<file path="src/rtl/lsu_axi_master.sv">
// Load/store bus master: one LSU request at a time becomes one AXI-lite read or write.
// Optional LSU_MISALIGN_CHECK_EN: misaligned h/hu/w requests skip the bus and return an error.
module lsu_axi_master #(
  parameter int ADDR_W = 32,
  parameter int DATA_W = 32
) (
  input  logic              clk,
  input  logic              rst,
  input  logic              req_valid,
  output logic              req_ready,
  input  logic              req_wen,
  input  logic [ADDR_W-1:0] req_addr,
  input  logic [DATA_W-1:0] req_wdata,
  input  logic [2:0]        req_op,
  output logic              resp_valid,
  input  logic              resp_ready,
  output logic [DATA_W-1:0] resp_rdata,
  output logic              resp_err,
  output logic              mem_read,
  output logic              mem_wen,
  output logic [2:0]        mem_readop,
  output logic              mem_awvalid,
  input  logic              mem_awready,
  output logic [ADDR_W-1:0] mem_awaddr,
  output logic              mem_wvalid,
  input  logic              mem_wready,
  output logic [DATA_W-1:0] mem_wdata,
  output logic [7:0]        mem_wstrb,
  input  logic              mem_bvalid,
  output logic              mem_bready,
  input  logic [1:0]        mem_bresp,
  output logic              mem_arvalid,
  input  logic              mem_arready,
  output logic [ADDR_W-1:0] mem_araddr,
  input  logic              mem_rvalid,
  output logic              mem_rready,
  input  logic [1:0]        mem_rresp,
  input  logic [DATA_W-1:0] mem_rdata
);

  typedef enum logic [2:0] {IDLE, RD_ADDR, RD_DATA, WR, WR_RESP, RESP} state_t;

  state_t            state, state_n;
  logic [ADDR_W-1:0] addr_q, addr_n;
  logic [2:0]        op_q, op_n;
  logic              read_q, read_n;
  logic              wen_q, wen_n;
  logic [DATA_W-1:0] wdata_q, wdata_n;
  logic [3:0]        wstrb_q, wstrb_n;
  logic              aw_done, aw_done_n;
  logic              w_done, w_done_n;
  logic [DATA_W-1:0] rdata_q, rdata_n;
  logic              err_q, err_n;

  logic [1:0]        off;
  logic [3:0]        strb_base;
  logic [3:0]        strb_al;
  logic [DATA_W-1:0] wdata_al;
  logic              misaligned;
  logic              aw_hs, w_hs;

  // Lanes shifted past byte 3 fall off the top of the word.
  assign off      = req_addr[1:0];
  assign wdata_al = req_wdata << {off, 3'b000};
  assign strb_al  = strb_base << off;

  always_comb begin
    case (req_op[1:0])
      2'd0:    strb_base = 4'b0001;
      2'd1:    strb_base = 4'b0011;
      2'd2:    strb_base = 4'b1111;
      default: strb_base = 4'b0000;
    endcase
  end

`ifdef LSU_MISALIGN_CHECK_EN
  assign misaligned = ((req_op[1:0] == 2'd1) && req_addr[0]) ||
                      ((req_op[1:0] == 2'd2) && (req_addr[1:0] != 2'b00));
`else
  assign misaligned = 1'b0;
`endif

  // Valids are pure functions of registered state, never of the ready inputs.
  assign req_ready   = (state == IDLE);
  assign mem_arvalid = (state == RD_ADDR);
  assign mem_rready  = (state == RD_DATA);
  assign mem_awvalid = (state == WR) && !aw_done;
  assign mem_wvalid  = (state == WR) && !w_done;
  assign mem_bready  = (state == WR_RESP);
  assign resp_valid  = (state == RESP);

  assign aw_hs = mem_awvalid && mem_awready;
  assign w_hs  = mem_wvalid && mem_wready;

  assign resp_rdata = rdata_q;
  assign resp_err   = err_q;
  assign mem_read   = read_q;
  assign mem_wen    = wen_q;
  assign mem_readop = op_q;
  assign mem_awaddr = addr_q;
  assign mem_araddr = addr_q;
  assign mem_wdata  = wdata_q;
  assign mem_wstrb  = {4'b0000, wstrb_q};

  always_comb begin
    // NOTE: every signal gets a hold-value default up front so no path leaves it unassigned (no latches).
    state_n   = state;
    addr_n    = addr_q;
    op_n      = op_q;
    read_n    = read_q;
    wen_n     = wen_q;
    wdata_n   = wdata_q;
    wstrb_n   = wstrb_q;
    aw_done_n = aw_done;
    w_done_n  = w_done;
    rdata_n   = rdata_q;
    err_n     = err_q;

    case (state)
      IDLE: begin
        if (req_valid) begin
          addr_n    = req_addr;
          op_n      = req_op;
          wdata_n   = wdata_al;
          wstrb_n   = strb_al;
          rdata_n   = '0;
          err_n     = 1'b0;
          aw_done_n = 1'b0;
          w_done_n  = 1'b0;
          read_n    = !req_wen && !misaligned;
          wen_n     = req_wen && !misaligned;
          if (misaligned) begin
            err_n   = 1'b1;
            state_n = RESP;
          end else if (req_wen) begin
            state_n = WR;
          end else begin
            state_n = RD_ADDR;
          end
        end
      end
      RD_ADDR: begin
        if (mem_arready) state_n = RD_DATA;
      end
      RD_DATA: begin
        if (mem_rvalid) begin
          rdata_n = mem_rdata;
          err_n   = |mem_rresp;
          state_n = RESP;
        end
      end
      WR: begin
        // AW and W complete independently; the flags remember which is already done.
        aw_done_n = aw_done || aw_hs;
        w_done_n  = w_done || w_hs;
        if (aw_done_n && w_done_n) begin
          aw_done_n = 1'b0;
          w_done_n  = 1'b0;
          state_n   = WR_RESP;
        end
      end
      WR_RESP: begin
        if (mem_bvalid) begin
          err_n   = |mem_bresp;
          state_n = RESP;
        end
      end
      RESP: begin
        if (resp_ready) begin
          read_n  = 1'b0;
          wen_n   = 1'b0;
          op_n    = 3'd0;
          state_n = IDLE;
        end
      end
      default: state_n = IDLE;
    endcase
  end

  always_ff @(posedge clk or negedge rst) begin
    if (!rst) begin
      state   <= IDLE;
      addr_q  <= '0;
      op_q    <= '0;
      read_q  <= 1'b0;
      wen_q   <= 1'b0;
      wdata_q <= '0;
      wstrb_q <= '0;
      aw_done <= 1'b0;
      w_done  <= 1'b0;
      rdata_q <= '0;
      err_q   <= 1'b0;
    end else begin
      // NOTE: non-blocking so every register samples the pre-edge values computed above.
      state   <= state_n;
      addr_q  <= addr_n;
      op_q    <= op_n;
      read_q  <= read_n;
      wen_q   <= wen_n;
      wdata_q <= wdata_n;
      wstrb_q <= wstrb_n;
      aw_done <= aw_done_n;
      w_done  <= w_done_n;
      rdata_q <= rdata_n;
      err_q   <= err_n;
    end
  end

endmodule

</file>
<file path="config.mk">
export PLATFORM = sky130hd
export DESIGN_NAME = lsu_axi_master
export DESIGN_NICKNAME = d
export VERILOG_FILES = /design/src/rtl/lsu_axi_master.sv
export SDC_FILE = /design/constraint.sdc
export NUM_CORES = 1
export LEC_CHECK = 0
export ABC_AREA = 1
export BUFFER_PORTS_ARGS = -buffer_cell sky130_fd_sc_hd__buf_2
export CAP_MARGIN = 0
export CORE_MARGIN = 5
export CORE_UTILIZATION = 46
export DETAILED_ROUTE_END_ITERATION = 10
export GPL_TIMING_DRIVEN = 0
export PLACE_DENSITY_LB_ADDON = 0.1
export SYNTH_ARGS = -nofsm -noshare
export SYNTH_HDL_FRONTEND = slang
export SYNTH_SLANG_ARGS = --single-unit
</file>
<file path="constraint.sdc">
create_clock -name clk -period 1.77 [get_ports clk]
set_clock_uncertainty 0.05 [all_clocks]
set_input_delay 0 -clock clk [delete_from_list [all_inputs] [get_ports clk]]
set_output_delay 0 -clock clk [all_outputs]
set_load 0.01 [all_outputs]
</file>
======== Yosys cells after proc, flatten, opt, wreduce, memory -nomap -nowiden ========
Index checks and enable logic that the tools add are counted.
storage, ports and cells
  output and inout port bits .............. 149
  register bits after elaboration ......... 111
cells by class
  equality and inequality tests ........... 13
  reductions and logical operators ........ 24
  mux-type cells .......................... 27
  shifts and indexed selects .............. 2
operators with widths
  operator                                                                  number
  32-bit two-way mux                                                        2
  32-bit one-hot mux with 2 select lines                                    1
  32-bit by 5-bit left shift with 32-bit output                             1
  3-bit two-way mux                                                         7
  3-bit one-hot mux with 6 select lines                                     1
  4-bit one-hot mux with 3 select lines                                     1
  1-bit two-way mux                                                         8
  1-bit one-hot mux with 2 select lines                                     4
  3-bit by 2-bit equality test with 1-bit output (second input constant)    2
  3-bit equality test (second input constant)                               2
  2-bit by 1-bit inequality test with 1-bit output (second input constant)  3
  2-bit inequality test (second input constant)                             3
  3-bit one-hot mux with 2 select lines                                     1
  3-bit AND reduction                                                       2
  6-bit AND reduction                                                       1
  2-bit nonzero test                                                        3
  1-bit logical AND                                                         5
  2-bit AND reduction                                                       2
  4-bit AND reduction                                                       1
  2-bit OR reduction                                                        2
  4-bit by 2-bit left shift with 4-bit output                               1
  3-bit by 1-bit equality test with 1-bit output (second input constant)    1
  1-bit zero test                                                           3
  3-bit zero test                                                           1
  7 further kinds                                                           8

======== Depth between registers and ports, before layout ========
Gate-level depths: netlist of run 1.
  word-level depth ........................ 7
  gate-level depth with buffers ........... 9
  gate-level depth less buffers ........... 9

======== Worst setup path after synthesis of run 1 ========
No wires, ideal clock.
  path kind ............................... reg2reg
  start ................................... reg state[0]
  end ..................................... reg rdata_q[10] (netlist: resp_rdata[10])
  arrival ................................. 1252 ps
  cell stages (with the launch flop) ...... 10
  required time ........................... 1603 ps
  setup slack ............................. 350 ps
  buffers on the path ..................... 3
  clock period less this slack ............ 1420 ps
  cells stage by stage .................... dfrtp_1 -> buf_6 -> inv_2 -> nand2_2 -> nor2_8 -> nand2_8 -> buf_6 -> buf_2 -> nand3_1 -> nand2_1
on the way
  cells in the longest elaborated chain, start to end .. 3
  elaborated cells on any way between the ends .. 7
  those cells by class .................... 3 x eq/ne; 1 x mux; 3 x reduce/logical
ends and longest elaborated chain
  element                                                                       RTL line  source
  start, declared                                                               43        state_t state, state_n;
  start signal, assigned                                                        195       state <= state_n;
  3-bit zero test (*)                                                           -
  named net req_ready                                                           10        output logic req_ready,
  2-bit inequality test (no line) / 2-bit nonzero test (equally long branches)  -
  3-bit AND reduction (no line)                                                 -
  end signal, assigned                                                          204       rdata_q <= rdata_n;
  end, declared                                                                 52        logic [DATA_W-1:0] rdata_q, rdata_n;
The timed path passes the listed nets; every way through them passes the cells marked *.
A chain may end at the register's enable or synchronous reset.

======== Worst setup path after layout of run 1 ========
  start ................................... reg state[0]
  end ..................................... reg err_q (netlist: resp_err)
on the way
  cells in the longest elaborated chain, start to end .. 3
  elaborated cells on any way between the ends .. 9
  those cells by class .................... 5 x eq/ne; 1 x mux; 3 x reduce/logical
ends and longest elaborated chain
  element                                                                       RTL line  source
  3-bit by 2-bit equality test with 1-bit output (tied with other cells)        119       case (state)
  2-bit inequality test (no line) / 3-bit nonzero test (equally long branches)  -
  4-bit AND reduction (no line)                                                 -
  end signal, assigned                                                          205       err_q <= err_n;
  end, declared                                                                 53        logic err_q, err_n;
Parallel ways exist; a longest one is shown, timed or not.

==> results of run 1 <==
==> placed cells by master (no fill, tap or decap), types with 2 or more instances in the layout <==
| cell type | synthesis | layout |
|---|---|---|
| clkinv_4 | 0 | 2 |
| buf_6 | 6 | 6 |
| conb_1 | 1 | 4 |
| clkbuf_1 | 5 | 7 |
| o21ai_0 | 41 | 41 |
| o2111ai_1 | 2 | 2 |
| buf_4 | 40 | 42 |
| mux2i_1 | 8 | 8 |
| a21oi_1 | 11 | 11 |
| nor2_2 | 1 | 2 |
| inv_1 | 25 | 25 |
| dfrtp_1 | 111 | 110 |
| nor2_8 | 2 | 2 |
| o21ai_2 | 9 | 9 |
| inv_2 | 6 | 6 |
| clkbuf_16 | 0 | 9 |
| o211ai_1 | 8 | 8 |
| o21ai_1 | 5 | 5 |
| buf_2 | 20 | 275 |
| nand2_2 | 2 | 3 |
| nand3_1 | 73 | 73 |
| nand2_1 | 227 | 226 |
| nor2_1 | 15 | 14 |
| ha_1 | 2 | 2 |
| nand2_4 | 2 | 2 |
| dlygate4sd3_1 | 0 | 101 |
==> stage by stage <==
step | hold slack, ns | instances | worst slack, ns | TNS (ns)
final | 0.00242 | 1151 | 0.0836 | 0
after global routing | 0.0559 | 1151 | -0.0162 | -0.0162
after CTS | 0.00272 | 1150 | 0.0331 | 0
after detailed placement | 0.0453 | 1033 | 0.144 | 0
after global placement | 0.144 | 1032 | -0.631 | -69.21
after floorplan | -0.346 | 632 | 0.350 | 0
==> final cells by class <==
| cell class | count | share of cell area, % |
|---|---|---|
| sequential | 111 | 33.9 |
| timing repair buffer | 360 | 28.5 |
| multi-input combinational | 418 | 24.2 |
| buffer | 71 | 5.98 |
| clock buffer | 12 | 3.01 |
| tap | 143 | 2.19 |
| inverter | 32 | 1.47 |
| clock inverter | 4 | 0.672 |
==> routing by layer <==
| metal | vias up | global-route usage (%) | share of wire [%] |
|---|---|---|---|
| li1 | 2721 | - | - |
| met1 | 2712 | 32.4 | 40 |
| met2 | 258 | 41.7 | 49 |
| met3 | 58 | 5.91 | 7.0 |
| met4 | 0 | 11.8 | 3.9 |
| met5 | - | 0 | 0 |
==> kinds of logic after synthesis <==
kind of cell | after synthesis
compound gates | 80
fa+ha+maj | 2
buf+inv | 103
flops | 111
mux | 8
other cells | 1
simple gates | 324
==> final timing paths <==
check                         startpoint              to  slack (ns)
max reg2reg                     state[0]        resp_err        0.08
min in group asynchronous            rst  mem_araddr[24]        0.19
max in group asynchronous            rst        state[2]        0.75
max                             state[0]        resp_err        0.08
min reg2reg                     resp_err        resp_err        0.42
min                        req_wdata[29]   mem_wdata[29]       0.002
==> power by group through the flow <==
stage / clock network, uW / registers (uW) / logic, uW
6_report: 2050 / 4370 / 5950
3_3_place_gp: 0 / 4340 / 5630
4_1_cts: 2090 / 4350 / 5930
5_1_grt: 2190 / 4510 / 6550
3_5_place_dp: 0 / 4380 / 5730
2_1_floorplan: 0 / 4830 / 2860
==> worst min-delay path, delay by kind of cell <==
family,cells,cell delay [ns]
and+or+nand+nor,2,0.11
AOI/OAI and AO/OA,2,0.16
buffers and inverters,1,0.09
==> registers in the layout, indices dropped and copies added, names as in the netlist, 3 cells and up <==
signal,cells
mem_araddr,32
mem_readop,3
mem_wdata,32
resp_rdata,32
state,3
wstrb_q,4
==> repair_timing <==
| action | CTS | global route |
|---|---|---|
| setup buffers | 0 | 1 |
| setup endpoints to repair | 0 | 2 |
| resized for setup | 0 | 4 |
| endpoints found under the hold margin | 146 | 0 |
| hold buffers | 101 | 0 |
==> flow_metrics.env, run 1 <==
export IMPL_yosysTopAreaCellShare_pct=51.9
export IMPL_crit_top_cell="nand2_1"
export IMPL_pwr_share_seq_pct=35.3
export IMPL_synth_most_common_cell="nand2_1"
export IMPL_grt_pass1_vias=5703
export IMPL_hold_class="in2reg"
export IMPL_die_x_um=118
export IMPL_synthTopCellsByArea="dfrtp_1 (52%), nand2_1 (16%), nand3_1 (6.8%)"
export IMPL_antennaDiodeCount=0
export IMPL_cp_slowest_cell="dlygate4sd3_1"
export IMPL_core_region_area_mm2=0.0114
export IMPL_hold_violations=0
export IMPL_crit_buf_inv=3
export IMPL_ir_drop_uv=1010
export IMPL_grt_pass1_wl_um=29300
export IMPL_synthXorXnorAreaFrac_pct=0
export IMPL_cp_data_required_time_ns=2.01
export IMPL_cp_end_kind="flop"
export IMPL_die_h_um=118
export IMPL_start_kind="flop"
export IMPL_arrival_ns=1.93
export IMPL_synth_flop_cell="dfrtp_1"
export IMPL_drv_cap=0
export IMPL_min_path_cells=5
export IMPL_root_buffer="clkbuf_16"
export IMPL_io_pins=262
export IMPL_reg2regPathDepth=9
export IMPL_drc_errors=0
export IMPL_via_per_inst=4.99
export IMPL_worst_pin_slew_ns=0.719
export IMPL_clockBufferDepth=2
export IMPL_power_switching_uw=4970
export IMPL_fin_util_pct=71.7
export IMPL_critPathTopFamily="buffers and inverters"
export IMPL_ys_seq_area_share_pct=51.9
export IMPL_cts_tree="built"
export IMPL_synth_area_leader_cell="dfrtp_1"
export IMPL_grt_ovfl_total=0
export IMPL_worstSkewPairLatency_ns=0.35
export IMPL_fin_crit_sh_pct=95.3
export IMPL_clock_sinks=111
export IMPL_yosysUniqueCellTypes=30
export IMPL_regArea_mm2=0.00278
export IMPL_synth_mux_area_share_pct=1.50
export IMPL_initialDrtViolationCount=338
export IMPL_htree_levels=3
export IMPL_synthesis_area_mm2=0.00535
export IMPL_cts_buffers_inserted=9
export IMPL_fmax_mhz=593
export IMPL_stdcell_area_mm2=0.00819
export IMPL_synth_edf_count=0
export IMPL_vias=5749
export IMPL_synth_seq_cells=111
export IMPL_fin_nets=1118
export IMPL_slew_headroom_pct=52.1
export IMPL_slowest_delay_ns=0.55
export IMPL_ys_async_sr_fraction_pct=100
export IMPL_ant_nets=0
export IMPL_p_comb_share_pct=48.1
export IMPL_synthSimpleGateAreaFrac_pct=25.9
export IMPL_run_status="finished, final reports clean"
export IMPL_dr_pass1_iters=5
export IMPL_syn_inst=629
export IMPL_p_int_uw=7400
export IMPL_worstSetupPathType="reg2reg"
export IMPL_grt_max_degree=57
export IMPL_syn_avg_cell_area_um2=8.51
export IMPL_multi_input_area_mm2=0.00198
export IMPL_synth_fa_ha_area_share_pct=0.468
export IMPL_gp_congestion=0.920
export IMPL_p_leak_uw=0.00471
export IMPL_total_power_uw=12400
export IMPL_track_usage_pct=25.6
export IMPL_final_min_clock_period_ns=1.69
export IMPL_placementRows=39
export IMPL_switching_share_pct=40.2
export IMPL_synth_common_cells="nand2_1 (227), dfrtp_1 (111), nand3_1 (73)"
export IMPL_cp_depth=9
export IMPL_antenna_found_initial=0
export IMPL_synth_compound_area_share_pct=8.81
export IMPL_drive_gt1_share_pct=36.3
export IMPL_dp_hpwl_um=12800
export IMPL_cp_cell_sequence="buf_6, nor2_2, nand2_2, inv_1, o21ai_0, dlygate4sd3_1, nand2_1, nand3_1, nand2_1"
export IMPL_synth_top_family_by_area="simple AND/OR/NAND/NOR gates"
export IMPL_cp_max_fo=7
export IMPL_fillCellCount=877
export IMPL_initial_core_util_pct=46.9
export IMPL_wl_per_cell_um=15.7
export IMPL_io_buffers=257
export IMPL_clkPwrFrac_pct=16.6
export IMPL_dpl_instance_area_mm2=0.00686
export IMPL_die_area_mm2=0.0139
export IMPL_cellPowerDensity_mw_per_mm2=1510
export IMPL_area_growth_pct=53.0
export IMPL_yosys_warnings=0
export IMPL_wirelength_um=18100
export IMPL_clk_pin_slew_ns=0.07
export IMPL_drv_slew=0
export IMPL_setup_violations=0
No activity file was read; power rests on OpenSTA's default activity.
==> run 2: changes to the inputs <==
- CORE_UTILIZATION: 46 -> 50
- clock period: 1.77 -> 2.2 ns (I/O delays scaled with it)
==> run 2 against run 1 <==
Net effect:
- die area is 7.3% lower
- largest cell class unchanged
- worst hold slack better by 0.0050 ns
- clock power is 38% lower
- worst setup slack improved by 0.095 ns
- global-route usage rose by 3.3 points
- register-to-register slack improved by 0.095 ns
- combinational power is 18% lower
- non-clock buffer count increased by 8
- first-iteration DRC count rose by 43%
- maximum frequency down 17%
- sequential power down 19%
==> flow_metrics.env, run 2 (synthesis gave the netlist of run 1 again) <==
export IMPL_run_status="finished, final reports clean"
export IMPL_worstSkewPairLatency_ns=0.37
export IMPL_initialDrtViolationCount=483
export IMPL_clock_sinks=111
export IMPL_critPathTopFamily="simple AND/OR/NAND/NOR gates"
export IMPL_htree_levels=3
export IMPL_final_min_clock_period_ns=2.02
export IMPL_gp_congestion=0.915
export IMPL_antenna_found_initial=0
export IMPL_slew_headroom_pct=62.0
export IMPL_fin_nets=1126
export IMPL_hold_violations=0
export IMPL_p_leak_uw=0.00470
export IMPL_cp_end_kind="flop"
export IMPL_core_region_area_mm2=0.0104
export IMPL_grt_ovfl_total=0
export IMPL_hold_class="in2reg"
export IMPL_slowest_delay_ns=0.57
export IMPL_post_cts_resized=0
export IMPL_wl_per_cell_um=16.2
export IMPL_worstSetupPathType="reg2reg"
export IMPL_placementRows=37
export IMPL_crit_buf_inv=1
export IMPL_worst_pin_slew_ns=0.570
export IMPL_drc_errors=0
export IMPL_die_x_um=113
export IMPL_via_per_inst=5.13
export IMPL_grt_pass1_wl_um=29800
export IMPL_drv_slew=0
export IMPL_antennaDiodeCount=0
export IMPL_multi_input_area_mm2=0.00198
export IMPL_fin_crit_sh_pct=91.9
export IMPL_cts_buffers_inserted=9
export IMPL_tns_ns=0
export IMPL_drive_gt1_share_pct=35.6
export IMPL_grt_max_degree=72
export IMPL_die_area_mm2=0.0129
export IMPL_track_usage_pct=28.9
export IMPL_cp_max_fo=6
export IMPL_regArea_mm2=0.00278
export IMPL_initial_core_util_pct=51.6
export IMPL_clockBufferDepth=2
export IMPL_dp_hpwl_um=12800
export IMPL_arrival_ns=2.21
export IMPL_fmax_mhz=495
export IMPL_ant_nets=0
export IMPL_dpl_cell_count=1026
export IMPL_final_cell_mix="buf_2 (275), nand2_1 (227), dfrtp_1 (111), dlygate4sd3_1 (111), nand3_1 (73)"
export IMPL_final_cells=1152
export IMPL_area_growth_pct=52.5
export IMPL_cellPowerDensity_mw_per_mm2=1190
export IMPL_ir_drop_uv=606
export IMPL_dr_pass1_iters=5
export IMPL_grt_setup_unrepaired="no"
export IMPL_io_pins=262
export IMPL_grt_pass1_vias=6081
export IMPL_drv_cap=0
export IMPL_clk_pin_slew_ns=0.11
export IMPL_cp_cell_sequence="nor2_1, nand3_1, nand2_1, nor2_1, nand3_1, nand2_1, dlygate4sd3_1"
export IMPL_final_common_cell="buf_2"
export IMPL_cp_slowest_cell="dlygate4sd3_1"
export IMPL_root_buffer="clkbuf_8"
export IMPL_fillCellCount=716
export IMPL_cts_tree="built"
export IMPL_start_kind="flop"
export IMPL_io_buffers=257
export IMPL_setup_violations=0
export IMPL_cp_data_required_time_ns=2.39
export IMPL_vias=5907
export IMPL_wirelength_um=18700
export IMPL_die_h_um=113
==> run 2: cell types whose count changed in the layout (fill, tap and decap cells not counted), sizes merged <==
cell / previous run / this run
dlygate4sd3: 101 / 111
clkbuf: 18 / 16
buf: 324 / 323
inv: 31 / 32
==> run 2: layout make-up <==
cell class	count	share of cell area [%]
Buffer	70	5.90
Clock buffer	11	1.73
Clock inverter	5	0.812
Inverter	32	1.47
Multi-Input combinational cell	418	24.2
Sequential cell	111	34.0
Tap cell	136	2.08
Timing Repair Buffer	369	29.7
==> run 2: path summary, 6_finish.rpt <==
check / startpoint / end / slack (ns) / depth (start not counted)
worst max-delay path: state[2] / state[1] / 0.18 / 7
worst min-delay path: req_wdata[10] / mem_wdata[18] / 0.007 / 5
worst max register to register: state[2] / state[1] / 0.18 / 7
worst min register to register: resp_err / resp_err / 0.43 / 2
max in group asynchronous: rst / resp_rdata[7] / 1.24 / 3
min in group asynchronous: rst / mem_wdata[1] / 0.10 / 2
==> run 2: stage by stage <==
| step | total power, uW | cell area (um^2) | hold slack [ns] | util [%] | setup WS, ns |
|---|---|---|---|---|---|
| 6_report | 9680 | 8160 | 0.00741 | 78.7 | 0.179 |
| 5_1_grt | 10400 | 8160 | 0.0264 | 78.7 | 0.0179 |
| 4_1_cts | 9650 | 8170 | 0.00188 | 78.8 | 0.0725 |
| 3_5_place_dp | 8150 | 6850 | -0.0295 | 66.0 | 0.595 |
| 3_3_place_gp | 8000 | 6820 | 0.146 | 65.8 | -0.191 |
| 2_1_floorplan | 6180 | 5360 | -0.346 | - | 0.780 |
==> run 2: routing by layer <==
layer / track usage, % / share of wire [%]
met5: 0 / 0
met2: 49.8 / 49
met1: 34.1 / 38
met4: 15.1 / 5.1
met3: 5.89 / 7.9
==> run 2: timing repair <==
item / 4_1_cts / 5_1_grt
hold buffers: 111 / 0
endpoints found under the setup margin: 0 / 1
hold endpoints to repair: 136 / 0
setup buffers: 0 / 0
==> run 2: where the power goes <==
group	leakage (uW)	switching (uW)	internal [uW]
Combinational	0.00316	2730	2150
Clock	0.000102	709	572
Sequential	0.00145	596	2930
==> run 2: worst register-to-register path, delay by kind of cell (launching register included) <==
| family | cells | cell delay (ns) |
|---|---|---|
| and+or+nand+nor | 6 | 0.75 |
| buffers and inverters | 1 | 0.57 |
| DFF | 1 | 0.51 |
==> run 3: changes to the inputs <==
- PLACE_DENSITY_LB_ADDON: 0.1 -> 0.25
==> run 3 against run 2 <==
Net effect:
- final area is 0.17% higher
- non-clock buffer count is 3 higher
- worst hold slack better by 0.027 ns
- worst setup slack worse by 0.039 ns
- clock-buffer cell count is 1 higher
- sequential power hardly changed
- power is 0.21% higher
- utilization is 0.13 points higher
- maximum frequency is 1.9% lower
- combinational power is 1% higher
- flip-flop and latch count stayed put
==> flow_metrics.env, run 3 (synthesis gave the netlist of run 1 again) <==
export IMPL_grt_pass1_vias=6234
export IMPL_io_pins=262
export IMPL_root_buffer="clkbuf_8"
export IMPL_hold_class="in2reg"
export IMPL_slew_headroom_pct=52.4
export IMPL_p_leak_uw=0.00471
export IMPL_cts_buffers_inserted=9
export IMPL_grt_ovfl_total=0
export IMPL_die_x_um=113
export IMPL_dp_hpwl_um=12900
export IMPL_use_met3_pct=5.15
export IMPL_final_common_cell="buf_2"
export IMPL_ant_nets=0
export IMPL_hold_ws_ns=0.0342
export IMPL_grt_setup_unrepaired="no"
export IMPL_drive_gt1_share_pct=35.3
export IMPL_fin_nets=1129
export IMPL_cp_max_fo=14
export IMPL_switching_share_pct=42.0
export IMPL_post_cts_resized=0
export IMPL_wirelength_um=19600
export IMPL_clkPwrFrac_pct=12.5
export IMPL_clockBufferDepth=2
export IMPL_startpoint="state[0]"
export IMPL_cellPowerDensity_mw_per_mm2=1190
export IMPL_use_met1_pct=35.5
export IMPL_fmax_mhz=485
export IMPL_final_cell_mix="buf_2 (275), nand2_1 (227), dlygate4sd3_1 (114), dfrtp_1 (111), nand3_1 (73)"
export IMPL_drc_errors=0
export IMPL_cp_data_required_time_ns=2.46
export IMPL_r2r_end="mem_wdata[25]"
export IMPL_die_area_mm2=0.0129
export IMPL_regArea_mm2=0.00278
export IMPL_p_int_uw=5630
export IMPL_dpl_cell_count=1026
export IMPL_placementRows=37
export IMPL_clk_pin_slew_ns=0.10
export IMPL_reg2reg_from="state[0]"
export IMPL_cp_end_kind="flop"
export IMPL_initial_core_util_pct=51.6
export IMPL_vias=6055
export IMPL_ff2ff_setup_slack_ns=0.14
export IMPL_fin_crit_sh_pct=93.7
export IMPL_antennaDiodeCount=0
export IMPL_setup_violations=0
export IMPL_postCtsSetupBuffers=0
export IMPL_endpoint="mem_wdata[25]"
export IMPL_clock_sinks=111
export IMPL_final_min_clock_period_ns=2.06
export IMPL_io_buffers=257
export IMPL_wl_per_cell_um=16.9
export IMPL_track_usage_pct=30.2
export IMPL_hold_violations=0
export IMPL_gp_congestion=0.894
export IMPL_grt_busiest_layer="met2"
export IMPL_cts_tree="built"
export IMPL_drv_cap=0
export IMPL_power_switching_uw=4070
export IMPL_start_kind="flop"
export IMPL_via_per_inst=5.24
export IMPL_grt_util_met2_pct=52.1
export IMPL_core_region_area_mm2=0.0104
export IMPL_reg2regPathDepth=9
export IMPL_worst_pin_slew_ns=0.714
export IMPL_antenna_found_initial=0
export IMPL_pwr_share_seq_pct=36.6
export IMPL_run_status="finished, final reports clean"
export IMPL_area_growth_pct=52.8
export IMPL_htree_levels=3
export IMPL_worstSetupPathType="reg2reg"
export IMPL_fillCellCount=697
export IMPL_grt_max_degree=59
export IMPL_drv_slew=0
export IMPL_worstSkewPairLatency_ns=0.37
export IMPL_ir_drop_uv=781
export IMPL_p_comb_share_pct=50.9
export IMPL_dr_pass1_iters=6
export IMPL_initialDrtViolationCount=598
export IMPL_final_cells=1155
export IMPL_multi_input_area_mm2=0.00198
export IMPL_die_h_um=113
export IMPL_arrival_ns=2.32
export IMPL_grt_pass1_wl_um=31200
[run 3: cell types whose count changed in the layout (fill, tap and decap cells not counted), sizes merged]
cell	delta
clkbuf	+1
clkinvlp	-1
inv	-1
dlygate4sd3	+3
clkinv	+1
[run 3: layer usage]
layer  vias up  part of all wire, %
met1      2817                   38
met4         0                  6.1
met3       110                  7.1
li1       2756                    -
met2       372                   49
met5         -                    0
[run 3: worst min-delay path by stage]
stage / from / end / slack, ns / cells after the start
after floorplan: rst / aw_done / -0.35 / 0
after global placement: req_addr[6] / mem_araddr[6] / 0.15 / 3
after detailed placement: rst / mem_wdata[3] / 0.04 / 1
after CTS: req_wdata[19] / mem_wdata[27] / 0.01 / 5
after global routing: req_wdata[19] / mem_wdata[27] / 0.04 / 5
final: req_valid / mem_read / 0.03 / 3
[run 3: stage by stage]
step	power (uW)	setup TNS (ns)	utilization (%)	worst slack (ns)	instance area, um^2
6_report	9700	0	78.8	0.140	8180
5_1_grt	10400	0	78.8	0.0379	8180
3_3_place_gp	8000	-15.53	65.8	-0.148	6820
2_1_floorplan	6180	0	-	0.780	5360
3_5_place_dp	8140	0	66.0	0.600	6850
4_1_cts	9600	0	78.9	0.0721	8180
[run 3: what timing repair did]
action | 4_1_cts | 5_1_grt
setup endpoints to repair | 0 | 1
endpoints found under the hold margin | 150 | 0
hold buffers | 114 | 0
[run 3: area by class of cell]
type | instances | share of cell area [%]
well taps | 136 | 2.08
clock buffers | 12 | 1.65
inverters | 32 | 1.47
repair buffers | 372 | 30.1
clock inverters | 4 | 0.689
flip-flops and latches | 111 | 34.0
multi-input cells | 418 | 24.2
plain buffers | 70 | 5.89
[run 3: worst max-delay path: stages, from the launching register on]
cell	delay (ns)
dfrtp_1	0.39
buf_6	0.14
inv_2	0.05
nand2_2	0.08
nor2_8	0.15
nand2_8	0.11
inv_2	0.22
o211ai_1	0.15
dlygate4sd3_1	0.60
nand2_1	0.06
[run 3: power by group through the flow]
stage | Combinational [uW] | Sequential [uW] | Clock [uW]
3_3_place_gp | 4500 | 3500 | 0
4_1_cts | 4850 | 3510 | 1240
5_1_grt | 5360 | 3650 | 1340
3_5_place_dp | 4600 | 3550 | 0
6_report | 4930 | 3550 | 1220
2_1_floorplan | 2300 | 3890 | 0
